## config.mk

```make
export PLATFORM = sky130hd
export DESIGN_NAME = atomrvcore_fetch_buffer
export DESIGN_NICKNAME = d
export VERILOG_FILES = /design/src/rtl/atomrvcore_fetch_buffer.sv
export SDC_FILE = /design/constraint.sdc
export NUM_CORES = 1
export LEC_CHECK = 0
export ABC_CLOCK_PERIOD_IN_PS = 11640
export CAP_MARGIN = 0
export CORE_ASPECT_RATIO = 0.8
export CORE_UTILIZATION = 35
export DETAILED_ROUTE_END_ITERATION = 6
export DONT_BUFFER_PORTS = 1
export SETUP_SLACK_MARGIN = 0.02
export SLEW_MARGIN = 20
export SYNTH_ARGS = -nofsm -noshare
export SYNTH_HDL_FRONTEND = slang
export SYNTH_SLANG_ARGS = --single-unit
```

## constraint.sdc

```tcl
create_clock -name clk_i -period 11.64 [get_ports clk_i]
set_input_delay 2.91 -clock clk_i [delete_from_list [all_inputs] [get_ports clk_i]]
set_output_delay 2.91 -clock clk_i [all_outputs]
set_load 0.05 [all_outputs]
```

## src/rtl/atomrvcore_fetch_buffer.sv

```systemverilog
`default_nettype none
// +--------------------------------------------------------------------------+
// | Module  : atomrvcore_fetch_buffer                                        |
// | Brief   : Instruction prefetch buffer. Issues word-aligned fetches over  |
// |           a req/gnt + rvalid memory port, tags every response with its   |
// |           PC and queues {instr, pc} pairs in an in-order FIFO feeding    |
// |           decode over valid/ready. A redirect flushes the FIFO, marks    |
// |           in-flight responses stale and restarts fetch.                  |
// | Options : FETCH_BYPASS_EN - when defined, a response arriving into an    |
// |           empty FIFO is presented downstream in the same cycle.          |
// | Revision: 1.0 - initial release                                          |
// +--------------------------------------------------------------------------+
module atomrvcore_fetch_buffer #(
  parameter int                   DATAWIDTH = 32,
  parameter int                   DEPTH     = 4,
  parameter logic [DATAWIDTH-1:0] RESET_PC  = '0
) (
  input  logic                 clk_i,
  input  logic                 rst_i,
  input  logic                 redirect_i,
  input  logic [DATAWIDTH-1:0] redirect_pc_i,
  output logic                 imem_req_o,
  output logic [DATAWIDTH-1:0] imem_addr_o,
  input  logic                 imem_gnt_i,
  input  logic                 imem_rvalid_i,
  input  logic [DATAWIDTH-1:0] imem_rdata_i,
  output logic                 instr_valid_o,
  input  logic                 instr_ready_i,
  output logic [DATAWIDTH-1:0] instr_o,
  output logic [DATAWIDTH-1:0] instr_pc_o
);

  localparam int                 c_PTR_W     = $clog2(DEPTH);
  localparam int                 c_CNT_W     = c_PTR_W + 1;
  localparam logic [c_CNT_W:0]   c_DEPTH_EXT = (c_CNT_W + 1)'(DEPTH);
  localparam logic [c_CNT_W-1:0] c_FULL      = c_CNT_W'(DEPTH);

  // Architectural state
  logic [DATAWIDTH-1:0] fetch_pc_q, fetch_pc_d;
  logic [c_CNT_W-1:0]   count_q, count_d;
  logic [c_CNT_W-1:0]   outst_q, outst_d;
  logic [c_CNT_W-1:0]   drop_q, drop_d;
  logic [c_PTR_W-1:0]   wr_ptr_q, wr_ptr_d;
  logic [c_PTR_W-1:0]   rd_ptr_q, rd_ptr_d;
  logic [c_PTR_W-1:0]   tag_wr_ptr_q, tag_wr_ptr_d;
  logic [c_PTR_W-1:0]   tag_rd_ptr_q, tag_rd_ptr_d;

  // Storage: instruction FIFO and the PC tags of requests still in flight
  logic [DATAWIDTH-1:0] data_mem_q [DEPTH];
  logic [DATAWIDTH-1:0] pc_mem_q   [DEPTH];
  logic [DATAWIDTH-1:0] tag_mem_q  [DEPTH];

  logic [c_CNT_W:0]     w_credit_sum;
  logic [DATAWIDTH-1:0] w_redirect_pc;
  logic [DATAWIDTH-1:0] w_tag_head;
  logic                 w_grant;
  logic                 w_fifo_valid;
  logic                 w_drop_now;
  logic                 w_resp_keep;
  logic                 w_bypass;
  logic                 w_fifo_pop;
  logic                 w_fifo_push;

  // Credits cover both buffered words and words still in flight, so the FIFO
  // always has room for every response that can come back.
  assign w_credit_sum  = {1'b0, count_q} + {1'b0, outst_q};
  assign w_redirect_pc = redirect_pc_i & ~(DATAWIDTH'(3));
  assign imem_req_o    = !rst_i && !redirect_i && (w_credit_sum < c_DEPTH_EXT);
  assign imem_addr_o   = fetch_pc_q;
  assign w_grant       = imem_req_o && imem_gnt_i;

  assign w_tag_head    = tag_mem_q[tag_rd_ptr_q];
  assign w_fifo_valid  = (count_q != '0);
  assign w_drop_now    = (drop_q != '0);
  // A response is kept only if it is not stale and no redirect is flushing
  assign w_resp_keep   = imem_rvalid_i && !w_drop_now && !redirect_i;

`ifdef FETCH_BYPASS_EN
  assign w_bypass = !rst_i && !redirect_i && imem_rvalid_i && !w_fifo_valid && !w_drop_now;

  // Head comes straight from the memory response when the FIFO is empty
  always_comb begin
    instr_valid_o = w_fifo_valid || w_bypass;
    instr_o       = '0;
    instr_pc_o    = '0;
    if (w_bypass) begin
      instr_o    = imem_rdata_i;
      instr_pc_o = w_tag_head;
    end else if (w_fifo_valid) begin
      instr_o    = data_mem_q[rd_ptr_q];
      instr_pc_o = pc_mem_q[rd_ptr_q];
    end
  end
`else
  assign w_bypass = 1'b0;

  // Head comes only from registered FIFO storage
  always_comb begin
    instr_valid_o = w_fifo_valid;
    instr_o       = '0;
    instr_pc_o    = '0;
    if (w_fifo_valid) begin
      instr_o    = data_mem_q[rd_ptr_q];
      instr_pc_o = pc_mem_q[rd_ptr_q];
    end
  end
`endif

  assign w_fifo_pop  = w_fifo_valid && instr_ready_i;
  // A bypassed word consumed in the same cycle never enters the FIFO
  assign w_fifo_push = w_resp_keep && !(w_bypass && instr_ready_i);

  // Next-state for fetch PC, counters and pointers; redirect wins over all
  always_comb begin
    fetch_pc_d   = fetch_pc_q;
    count_d      = count_q;
    outst_d      = outst_q + c_CNT_W'(w_grant) - c_CNT_W'(imem_rvalid_i);
    drop_d       = drop_q;
    wr_ptr_d     = wr_ptr_q;
    rd_ptr_d     = rd_ptr_q;
    tag_wr_ptr_d = tag_wr_ptr_q + c_PTR_W'(w_grant);
    tag_rd_ptr_d = tag_rd_ptr_q + c_PTR_W'(imem_rvalid_i);
    if (redirect_i) begin
      fetch_pc_d = w_redirect_pc;
      count_d    = '0;
      wr_ptr_d   = '0;
      rd_ptr_d   = '0;
      // Every response still in flight after this cycle is stale
      drop_d     = outst_q - c_CNT_W'(imem_rvalid_i);
    end else begin
      if (w_grant) begin
        fetch_pc_d = fetch_pc_q + DATAWIDTH'(4);
      end
      count_d  = count_q + c_CNT_W'(w_fifo_push) - c_CNT_W'(w_fifo_pop);
      drop_d   = drop_q - c_CNT_W'(imem_rvalid_i && w_drop_now);
      wr_ptr_d = wr_ptr_q + c_PTR_W'(w_fifo_push);
      rd_ptr_d = rd_ptr_q + c_PTR_W'(w_fifo_pop);
    end
  end

  // Control state with asynchronous reset
  always_ff @(posedge clk_i or posedge rst_i) begin
    if (rst_i) begin
      fetch_pc_q   <= RESET_PC;
      count_q      <= '0;
      outst_q      <= '0;
      drop_q       <= '0;
      wr_ptr_q     <= '0;
      rd_ptr_q     <= '0;
      tag_wr_ptr_q <= '0;
      tag_rd_ptr_q <= '0;
    end else begin
      fetch_pc_q   <= fetch_pc_d;
      count_q      <= count_d;
      outst_q      <= outst_d;
      drop_q       <= drop_d;
      wr_ptr_q     <= wr_ptr_d;
      rd_ptr_q     <= rd_ptr_d;
      tag_wr_ptr_q <= tag_wr_ptr_d;
      tag_rd_ptr_q <= tag_rd_ptr_d;
    end
  end

  // Storage arrays need no reset: outputs are masked while the FIFO is empty
  always_ff @(posedge clk_i) begin
    if (w_grant) begin
      tag_mem_q[tag_wr_ptr_q] <= fetch_pc_q;
    end
    if (w_fifo_push) begin
      data_mem_q[wr_ptr_q] <= imem_rdata_i;
      pc_mem_q[wr_ptr_q]   <= w_tag_head;
    end
  end

  // A response into a full FIFO means the memory broke the credit contract
  always_ff @(posedge clk_i) begin
    if (!rst_i) begin
      assert (!(imem_rvalid_i && (count_q == c_FULL)));
    end
  end

endmodule
`default_nettype wire

```

* After elaboration in Yosys (flattened, before gate mapping)
Memory sizes are Yosys's and may differ from the RTL's. Index checks and enable logic that the tools add are counted.
Storage, ports and cells: bits of input ports 70, memories kept 3, bits in registers 49, word-level logic and storage cells 49, bits in writable memories 384
Memory list:
- data_mem_q | depth 4, bits a word 32, rd ports 1, clocked after memory_dff 0, wr ports 1, line 49 | logic [DATAWIDTH-1:0] data_mem_q [DEPTH];
- pc_mem_q | depth 4, bits a word 32, rd ports 1, clocked after memory_dff 0, wr ports 1, line 50 | logic [DATAWIDTH-1:0] pc_mem_q [DEPTH];
- tag_mem_q | depth 4, bits a word 32, rd ports 1, clocked after memory_dff 0, wr ports 1, line 51 | logic [DATAWIDTH-1:0] tag_mem_q [DEPTH];
Operators by class: reduce and logical (&&, ||, !) cells 13, $lt $le $gt $ge 1, muxes and demuxes 12, add/sub/neg operators 12
Operators with widths (number):
- $mux 32 | 4
- $add 32x3->32 const B | 1
- $sub 3x1->3 | 4
- $add 2x1->2 | 4
- $logic_and 1x1->1 | 7
- $add 3x1->3 | 2
- $mux 3 | 2
- $reduce_bool 3->1 | 2
- $add 3x3->4 | 1
- $lt 4x3->1 const B | 1
- $mux 1 | 4
- $mux 2 | 2
- $logic_not 1->1 | 3
- $reduce_bool 2->1 | 1

* Logic depth before layout (Yosys ltp)
depth after elaboration 7, mapped depth 11, gate-level depth less buffers 10

* Worst setup path after synthesis
OpenSTA, ideal clock, no wires.
path kind in2reg, start point input port redirect_i, end point memory data_mem_q[1][0], enable pin, data required time 11.069 ns, arrival 7.713 ns, setup time 0.571 ns, setup slack 3.356 ns, stages on the path 2, cell sequence nand3b_1 nor3b_1
Between the ends: cells in the longest elaborated chain, start to end 4
Ends and longest elaborated chain:
- start: declaration | line 20 | input logic redirect_i,
- $logic_not 1->1 | line 76 | assign w_resp_keep = imem_rvalid_i && !w_drop_now && !redirect_i;
- $logic_and 1x1->1 | line 76
- $mux 1 | line 169 | if (w_fifo_push) begin
- $mux 1 (not written as such) | line 170 | data_mem_q[wr_ptr_q] <= imem_rdata_i;
- end: declaration | line 49
No other way between the ends.

* Worst setup path in the final report
start point input port rst_i, end point output port imem_req_o
Between the ends: cells in the longest elaborated chain, start to end 3
Ends and longest elaborated chain:
- start: declaration | line 19 | input logic rst_i,
- $logic_not 1->1
- $logic_and 1x1->1 (2 in a row) | line 68 | assign imem_req_o = !rst_i && !redirect_i && (w_credit_sum < c_DEPTH_EXT);
- end: declaration | line 22 | output logic imem_req_o,
No other way between the ends.

==> results.txt <==
Cell at the slowest stage of the critical path: and3_1
Clock period minus worst slack: 6.62 ns
GRT Overall Usage: 14.6%
Nets: 975
Top post-synthesis cells by area: edfxtp_1 67%, mux4_2 13%, dfrtp_1 7.1%
Hpwl dp: 20.1 mm
Worst Setup EP: imem_req_o
Leakage: 6.04 nW
RSZ-0062 raised after global routing: false
Post-Syn Instances: 868
CP Capture Type: output port
# rows: 70
Max Slew Vio Count: 0
Non-Filler Cell Area, Final: 18,700 um2
Post-synthesis sequential area ratio: 73.8%
DR WL/cell: 22.5 um
Initial DRT Pass Iterations: 4
Layout cells sized above 1: 21.7%
Vias in the first global route: 8,272
Vias: 8,029
Period utilization: 56.9%
GRT overflow: 0
Die area: 48,200 um2
Max Cap Viol: 0
Max stage delay on crit path: 0.55 ns
First-pass GRT wire length: 52.2 mm
CTS Root Cell: clkbuf_16
Cts hold-fix bufs: 0
Clk_lat worst skew: 0.55 ns
Clk slew on worst S/H paths: 0.06 ns
Postcts setup bufs: 0
Startpoint type of the worst setup path: input pin
Synth cell types: 54
Cell Area, Placed: 17,300 um2
R2R setup slack: 8.49 ns
Max FO, Critical Path: 3
Top delay family on crit path: simple AND/OR/NAND/NOR gates
Internal power: 2.91 mW
Top cell type's share of synthesized area: 66.7%
Most common cell after layout, fill and taps aside: edfxtp_1
Largest net degree at the start of global routing: 65
Gate power share: 27.4%
CTS Sinks: 415
Die Wd: 245 um
Endpoints failing hold: 0
Yosys top cell by area: edfxtp_1
PwrDens: 245 nW/um2
VDD IR-drop max: 0.000169 V
Synth warn: 0
FF-to-FF path depth: 8
Total CTS buffers: 43
Hold Crit Class: flip-flop to flip-flop
Worst path buffer plus inverter count: 0
CTS resizes: 0
WL final: 34.5 mm
Initial antenna violation count: 1
Commonest non-fill, non-tap cells in the layout: 368 x edfxtp_1, 92 x mux4_2, 68 x nor2b_1
Vias/cell: 5.24
Stages on worst setup path: 2
Number of synthesized flops with an enable pin: 368
R2R Path Start: count_q[1]
Sw Pwr: 1.65 mW
Req. time, crit path: 8.73 ns
Switch share: 36.3%
Ys async rst share: 11.3%
Critical-path cell list: nor3_2 > and3_1
Worst Tran Pin Value: 1.10 ns
Main flop type after synthesis: edfxtp_1
Mean post-synth cell area: 19.1 um2
CP arrival: 3.71 ns
Setup TNS Final: 0 ns
Final setup fails: 0
Routed Antenna Nets: 0
Routability cong.: 0.802
Fill count: 4,081
# port buffers: 0
DRC viols: 0
Design Power: 4.56 mW
Crit path from: rst_i
Fmax: 151 MHz
Relative slew slack: 26.4%
# IOs: 168
Synthesized area: 16,600 um2
CP Class: input pin to output port
Final core occ: 40.4%
TritonCTS clock tree: yes
CTS max path bufs: 3
Clock power share: 29.0%
Initial Util: 35.9%
1st-iter DRT viols: 548
Multi-input gate area: 4090 um2
Core ar.: 46,200 um2
Flop pwr share: 43.6%
Overall die height: 197 um
H-Tree Depth: 2
Post-route clock skew: 0.0255 ns
Syn-to-layout area delta: 12.7%
Reg2reg end: imem_addr_o[27]
Register area: 12,200 um2
FF+latch count, synth: 415
Status: complete, no violations
## power groups by stage
stage | Clock (mW) | Combinational [mW] | Sequential [mW]
after floorplan | 0 | 1.12 | 1.92
after global placement | 0 | 1.26 | 2.02
after detailed placement | 0 | 1.28 | 2.03
after CTS | 1.36 | 1.28 | 2.00
after global routing | 1.42 | 1.34 | 2.01
final | 1.33 | 1.25 | 1.99
## Yosys cell counts, types with 2 or more instances
library cell	number
a31oi_1	5
nor3_4	2
o311ai_0	5
and3_1	9
edfxtp_1	368
o211ai_1	4
or3_1	2
xnor2_1	6
o31a_1	2
a221o_1	8
buf_4	4
a21oi_1	6
nand4_1	8
nand4_4	2
a32oi_1	4
nand2b_1	2
inv_1	19
nor3b_1	2
buf_1	4
mux2i_1	7
nor4_1	4
buf_2	11
nand3b_1	2
mux4_2	92
buf_6	2
nor3_1	11
and2_1	2
ha_1	15
nand2_1	41
fa_1	2
nand3_1	14
a21o_1	4
clkbuf_1	23
nand3_2	2
xor2_1	4
nor2_1	21
nor2b_1	69
o21ai_0	18
dfrtp_1	47
## area by class of cell
cell class	instances	share of cell area (%)
Sequential cell	415	65.6
Antenna cell	1	0.0134
Inverter	20	0.409
Multi-Input combinational cell	391	21.9
Clock buffer	54	6.10
Timing Repair Buffer	17	0.704
Tap cell	612	4.10
Clock inverter	22	1.15
## per-stage QoR
stage | cells | setup slack (ns) | hold slack [ns]
after global placement | 1455 | 5.03 | 0.522
after global routing | 1531 | 4.96 | 0.588
final | 1532 | 5.02 | 0.551
after CTS | 1531 | 5.01 | 0.545
after floorplan | 871 | 3.36 | 0.487
after detailed placement | 1455 | 5.01 | 0.537
## kinds of logic (layout without fill, tap and decap cells)
logic type	Yosys count	in the layout	share of synthesized area, %
flops	415	415	73.8
buf+inv	65	113	1.77
fa+ha+maj	17	17	1.38
other cells	1	5	0.0226
xor+xnor	10	10	0.529
compound gates	59	59	2.47
simple gates	201	201	6.99
mux	100	100	13.0
## sequential cells by signal, summed over array words and instances (netlist names)
signal,cells
drop_q,3
tag_wr_ptr_q,2
data_mem_q,128
outst_q,3
count_q,3
tag_rd_ptr_q,2
tag_mem_q,120
pc_mem_q,120
rd_ptr_q,2
imem_addr_o,30
wr_ptr_q,2
## metal layers
metal / vias to the layer above / wire (um) / track usage [%]
li1: 3498 / - / -
met1: 4230 / 15500 / 20.2
met2: 250 / 15600 / 22.0
met3: 51 / 2670 / 4.60
met4: 0 / 636 / 4.07
met5: - / 0 / 0
## worst reg2reg max path, cell delays in order, from the launching register on
cell and delay (ns):
dfrtp_1 0.45, ha_1 0.25, nor3_2 0.29, nand4_4 0.50
inv_2 0.59, nor2_1 0.23, buf_4 0.26, a21o_1 0.17
a221o_1 0.30
## how the worst min path moves through the flow
stage | start | end | slack (ns) | cells past startpoint
floorplan | tag_wr_ptr_q[1] | tag_wr_ptr_q[1] | 0.49 | 1
global placement | outst_q[2] | outst_q[2] | 0.52 | 1
detailed placement | outst_q[2] | outst_q[2] | 0.54 | 1
CTS | outst_q[2] | outst_q[2] | 0.55 | 1
global route | outst_q[0] | outst_q[0] | 0.59 | 1
finish | outst_q[2] | outst_q[2] | 0.55 | 1
(Power assumes the default switching activity.)
==> RTL change 1 (config.mk and constraints unchanged) <==
Reset style: synchronous (`rst_i`), changed in one clocked block. Comments in the files are not updated.
--- a/src/rtl/atomrvcore_fetch_buffer.sv
+++ b/src/rtl/atomrvcore_fetch_buffer.sv
@@ -139,7 +139,7 @@
   end
 
   // Control state with asynchronous reset
-  always_ff @(posedge clk_i or posedge rst_i) begin
+  always_ff @(posedge clk_i) begin
     if (rst_i) begin
       fetch_pc_q   <= RESET_PC;
       count_q      <= '0;
Formal check against the unedited RTL: differs if rst_i is asserted again (counterexample within 4 cycles, from zero or initial values and one cycle with rst_i high); with rst_i held inactive, the same outputs for 4 cycles.
==> RTL change 1 against the original RTL <==
Wire length grew 1.6%. Maximum frequency shrank 5.5%. Worst setup slack lost 0.38 ns. Critical endpoint unchanged. Cell area shrank 1.2%. Sequential cell count is the same. Synthesized area shrank 1.9%.
Power is not compared: it rests on default switching activity, and its combinational part moved more than twofold at a synthesized area within 25%.
==> RTL change 1: results (changes against the original RTL) <==
- The run finished with clean final reports.
- The count of cell types in the netlist was 50 (-7.4%).
- The number of vias after detailed routing came to 7869 (-2.0%).
- The initial DRC count was 428 (-22%).
- The commonest cells after synthesis are sky130_fd_sc_hd__edfxtp_1 (368), sky130_fd_sc_hd__mux4_2 (92), sky130_fd_sc_hd__nor2b_1 (68), sky130_fd_sc_hd__dfxtp_1 (47), sky130_fd_sc_hd__nand2_1 (39).
- The antenna diode instance count is 0 (-1).
- The routed length on met1 is 15800 um (+1.8%).
- The initial antenna violation count is 0 (-1).
- The via density per instance came to 5.11 (-2.6%).
- The iteration count of the initial detailed-routing pass came to 5 (+1).
- The total CTS buffers is 42 (-2.3%).
- The post-layout net count is 982 (+0.72%).
- The multiplexer fraction of the synthesized cell area is 12.8% (-0.25 points).
- The final hold slack came to 0.520 ns (-0.0305 ns).
- The fraction of layout instances using a drive strength above 1 is 21.0% (-0.66 points).
- The number of instances in the synthesized netlist is 872 (+0.46%).
- The delay contributed by the slowest stage of the critical path is 0.81 ns (+0.26 ns).
- The setup skew after layout came to 0.0202 ns (-0.00528 ns).
- The worst setup slack for register-to-register paths is 8.47 ns (-0.02 ns).
- The placed instance area was 0.0170 mm2 (-1.5%).
- The met3 global-route usage was 4.24% (-0.36 points).
- The detailed-routed wire length on met3 is 2380 um (-11%).
- The slowest stage cell on the critical path is sky130_fd_sc_hd__nor3_2.
- The design draws 3340 uW.
- The final weighted congestion in routability-driven placement is 0.786 (-1.9%).
- The global-route met1 utilization is 20.4% (+0.22 points).
- The fraction of met2 tracks used by global routing is 23.8% (+1.8 points).
- The total routing usage reported by global routing is 15.0% (+0.42 points).
- The worst-case setup margin in the final layout was 4.63 ns (-0.384 ns).
- The post-DP HPWL is 20700 um (+2.9%).
- The maximum number of pins on one net before global-route repair is 63 (-3.1%).
- The proportion of synthesized flip-flops having asynchronous set or reset is 0% (-11 points).
- The data arrival time of the critical path is 4.10 ns (+0.39 ns).
- The register area share after synthesis is 73.8% (about the same).
- The share of the synthesized area in compound gates (AO/OA/AOI/OAI) is 2.21% (-0.26 points).
- The average wire per standard cell was 22.7 um (+1.0%).
- The max-slew headroom at the worst pin is 22.7% (-3.7 points).
- The xor/xnor share of the synthesized area is 0.970% (+0.44 points).
- The maximum net fanout on the critical path is 24 (+21).
- The via count of the first global-routing pass is 8343 (+0.86%).
RTL change 1: cells by family (layout without fill, tap and decap cells):
family	Yosys count	in the layout
AO/OA/AOI/OAI	54	54
XOR/XNOR	18	18
adder cells (fa/ha/maj)	17	17
buffers and inverters	62	116
flip-flops	415	415
multiplexers	92	92
other	1	4
AND/OR/NAND/NOR	213	213
RTL change 1: worst paths after layout:
path                                 startpoint               end  depth (start not counted)
worst min register to register  imem_addr_o[10]   imem_addr_o[10]                          2
worst min-delay path            imem_addr_o[10]   imem_addr_o[10]                          2
worst max-delay path                 redirect_i        imem_req_o                          2
worst max register to register       count_q[2]  tag_mem_q[3][29]                          6
RTL change 1: cell type report:
cell class	instances	area (um2)
Fill cell	4169	27300
Sequential cell	415	12000
Multi-Input combinational cell	398	4060
Clock buffer	59	1190
Tap cell	612	766
Clock inverter	19	193
Timing Repair Buffer	18	148
Inverter	20	76.3
==> RTL change 2 (config.mk and constraints unchanged) <==
Made on the original files. The option `FETCH_BYPASS_EN` is turned on by a define.
--- a/src/rtl/atomrvcore_fetch_buffer.sv
+++ b/src/rtl/atomrvcore_fetch_buffer.sv
@@ -10,6 +10,8 @@
 // |           empty FIFO is presented downstream in the same cycle.          |
 // | Revision: 1.0 - initial release                                          |
 // +--------------------------------------------------------------------------+
+`define FETCH_BYPASS_EN
+
 module atomrvcore_fetch_buffer #(
   parameter int                   DATAWIDTH = 32,
   parameter int                   DEPTH     = 4,
Function: changed (Yosys sat finds a counterexample within 4 cycles, from zero or initial values and one cycle with rst_i high).
==> RTL change 2 against the original RTL <==
First-iteration DRC count up 5.5%. Count of clock-buffer cells in the layout down 3. Cell area up 1.7%. Hold slack better by 0.0041 ns. Worst setup slack worse by 1.5 ns. Wire length up 13%. Global-route usage up 1.4 points. Total power up 0.33%. Register-to-register slack worse by 0.49 ns. Final cell count up 7.8%. Sequential power down 2%. Sequential cell count unchanged. The run now ends with DRC left. Synthesized area up 1.8%.
==> RTL change 2: results (changes against the original RTL) <==
- The initial DRC count is 578 (+5.5%).
- The latest clock arrival within the worst-skew pair is 0.57 ns (+0.02 ns).
- The path with the worst hold slack has its endpoint at outst_q[0].
- The number of remaining DRC errors is 14 (+14).
- In this run the critical register-to-register path is launched from count_q[2].
- Sorting the synthesized cells by how often they occur yields sky130_fd_sc_hd__edfxtp_1 (368), sky130_fd_sc_hd__nand2_1 (169), sky130_fd_sc_hd__mux4_2 (92), sky130_fd_sc_hd__nand3_1 (84), sky130_fd_sc_hd__dfrtp_1 (47).
- The maximum net fanout on the critical path is 51 (+48).
- The reported net switching power is 1710 uW (+3.5%).
- The filler cell count in the final layout is 4309 (+5.6%).
- The critical path endpoint is instr_pc_o[31].
- The count of cell types in the netlist is 46 (-15%).
- The number of cell instances on the worst register-to-register path was 7 (-1).
- The setup skew after layout was 0.0271 ns (+0.00161 ns).
- The endpoint of the worst register-to-register path is tag_mem_q[1][21].
- The via density per instance is 5.35 (+2.1%).
- The slew of the pin with the lowest slew margin is 1.09 ns (-0.0121 ns).
- The initial antenna violation count was 0 (-1).
- The synthesized area divided by synthesized cell count is 17.0 um2 (-11%).
- The register area share after synthesis is 72.6% (-1.3 points).
- The total routing usage reported by global routing is 15.9% (+1.4 points).
- The final hold slack is 0.555 ns (+0.00411 ns).
- The number of vias after detailed routing is 8843 (+10%).
- The flow ran to the end, but the final reports show violations.
- The maximum vdd drop came to 0.144 mV (-15%).
- The via count of the first global-routing pass is 9044 (+9.3%).
- The final reports fail on DRC.
- The beginning of the critical path is redirect_i.
- The number of placed instances with taps included is 1576 (+8.3%).
- The antenna diode instance count is 0 (-1).
- The worst setup slack for register-to-register paths came to 8.00 ns (-0.49 ns).
- The slowest stage cell on the critical path is sky130_fd_sc_hd__nor2_4.
- The post-DP HPWL came to 21700 um (+7.6%).
- The total CTS buffers is 42 (-2.3%).
- The placed instance area was 0.0176 mm2 (+1.7%).
- The total wire length after detailed routing came to 38800 um (+13%).
- The start point of the worst min-delay path is outst_q[0].
RTL change 2: cell types whose count changed after synthesis, moves of 4 or more:
| cell | unedited run | this run |
|---|---|---|
| sky130_fd_sc_hd__a221o_1 | 8 | 1 |
| sky130_fd_sc_hd__mux2i_1 | 7 | 3 |
| sky130_fd_sc_hd__clkbuf_1 | 23 | 32 |
| sky130_fd_sc_hd__nor3_1 | 11 | 5 |
| sky130_fd_sc_hd__inv_1 | 19 | 15 |
| sky130_fd_sc_hd__nand3_1 | 14 | 84 |
| sky130_fd_sc_hd__xor2_1 | 4 | 9 |
| sky130_fd_sc_hd__a21o_1 | 4 | 0 |
| sky130_fd_sc_hd__buf_1 | 4 | 9 |
| sky130_fd_sc_hd__o211ai_1 | 4 | 9 |
| sky130_fd_sc_hd__nand2_1 | 41 | 169 |
| sky130_fd_sc_hd__or4_1 | 1 | 6 |
| sky130_fd_sc_hd__a21oi_1 | 6 | 1 |
| sky130_fd_sc_hd__nor2b_1 | 69 | 4 |
RTL change 2: worst reg2reg max path, cell delays in order, from the launching register on:
cell	delay (ns)
sky130_fd_sc_hd__dfrtp_1	0.42
sky130_fd_sc_hd__ha_1	0.32
sky130_fd_sc_hd__nor3_2	0.16
sky130_fd_sc_hd__nand4_2	0.49
sky130_fd_sc_hd__inv_1	0.84
sky130_fd_sc_hd__nand2_1	0.15
sky130_fd_sc_hd__nor2_2	0.48
sky130_fd_sc_hd__buf_4	0.45
RTL change 2: kinds of logic (layout without fill, tap and decap cells):
| kind of cell | count (synthesis) | after routing | share of synthesized area, % |
|---|---|---|---|
| other | 1 | 4 | 0.0223 |
| AO/OA/AOI/OAI | 53 | 53 | 2.14 |
| multiplexers | 95 | 95 | 12.5 |
| AND/OR/NAND/NOR | 322 | 322 | 8.86 |
| buffers and inverters | 71 | 110 | 1.75 |
| adder cells (fa/ha/maj) | 17 | 17 | 1.35 |
| flip-flops | 415 | 415 | 72.6 |
| XOR/XNOR | 16 | 16 | 0.832 |
RTL change 2: area by class of cell:
| class | count | area share [%] |
|---|---|---|
| clock buffer | 51 | 5.94 |
| multi-input combinational | 507 | 23.1 |
| clock inverter | 23 | 1.01 |
| sequential | 415 | 64.5 |
| tap | 620 | 4.09 |
| inverter | 15 | 0.297 |
| timing repair buffer | 21 | 1.04 |
RTL change 2: layer usage:
metal,GRT usage [%],up-vias,part of all wire [%]
met5,0,-,0
met4,4.18,0,1.6
met3,3.67,40,6.8
met2,25.6,263,47
met1,21.7,4652,44
li1,-,3888,-
RTL change 2: power by group through the flow:
stage                     sequential (uW)  combinational [uW]  clock (uW)
after floorplan                      1900                1120           0
after global placement               1980                1330           0
after detailed placement             1990                1340           0
after CTS                            1960                1340        1330
after global routing                 1970                1430        1390
final                                1950                1330        1290
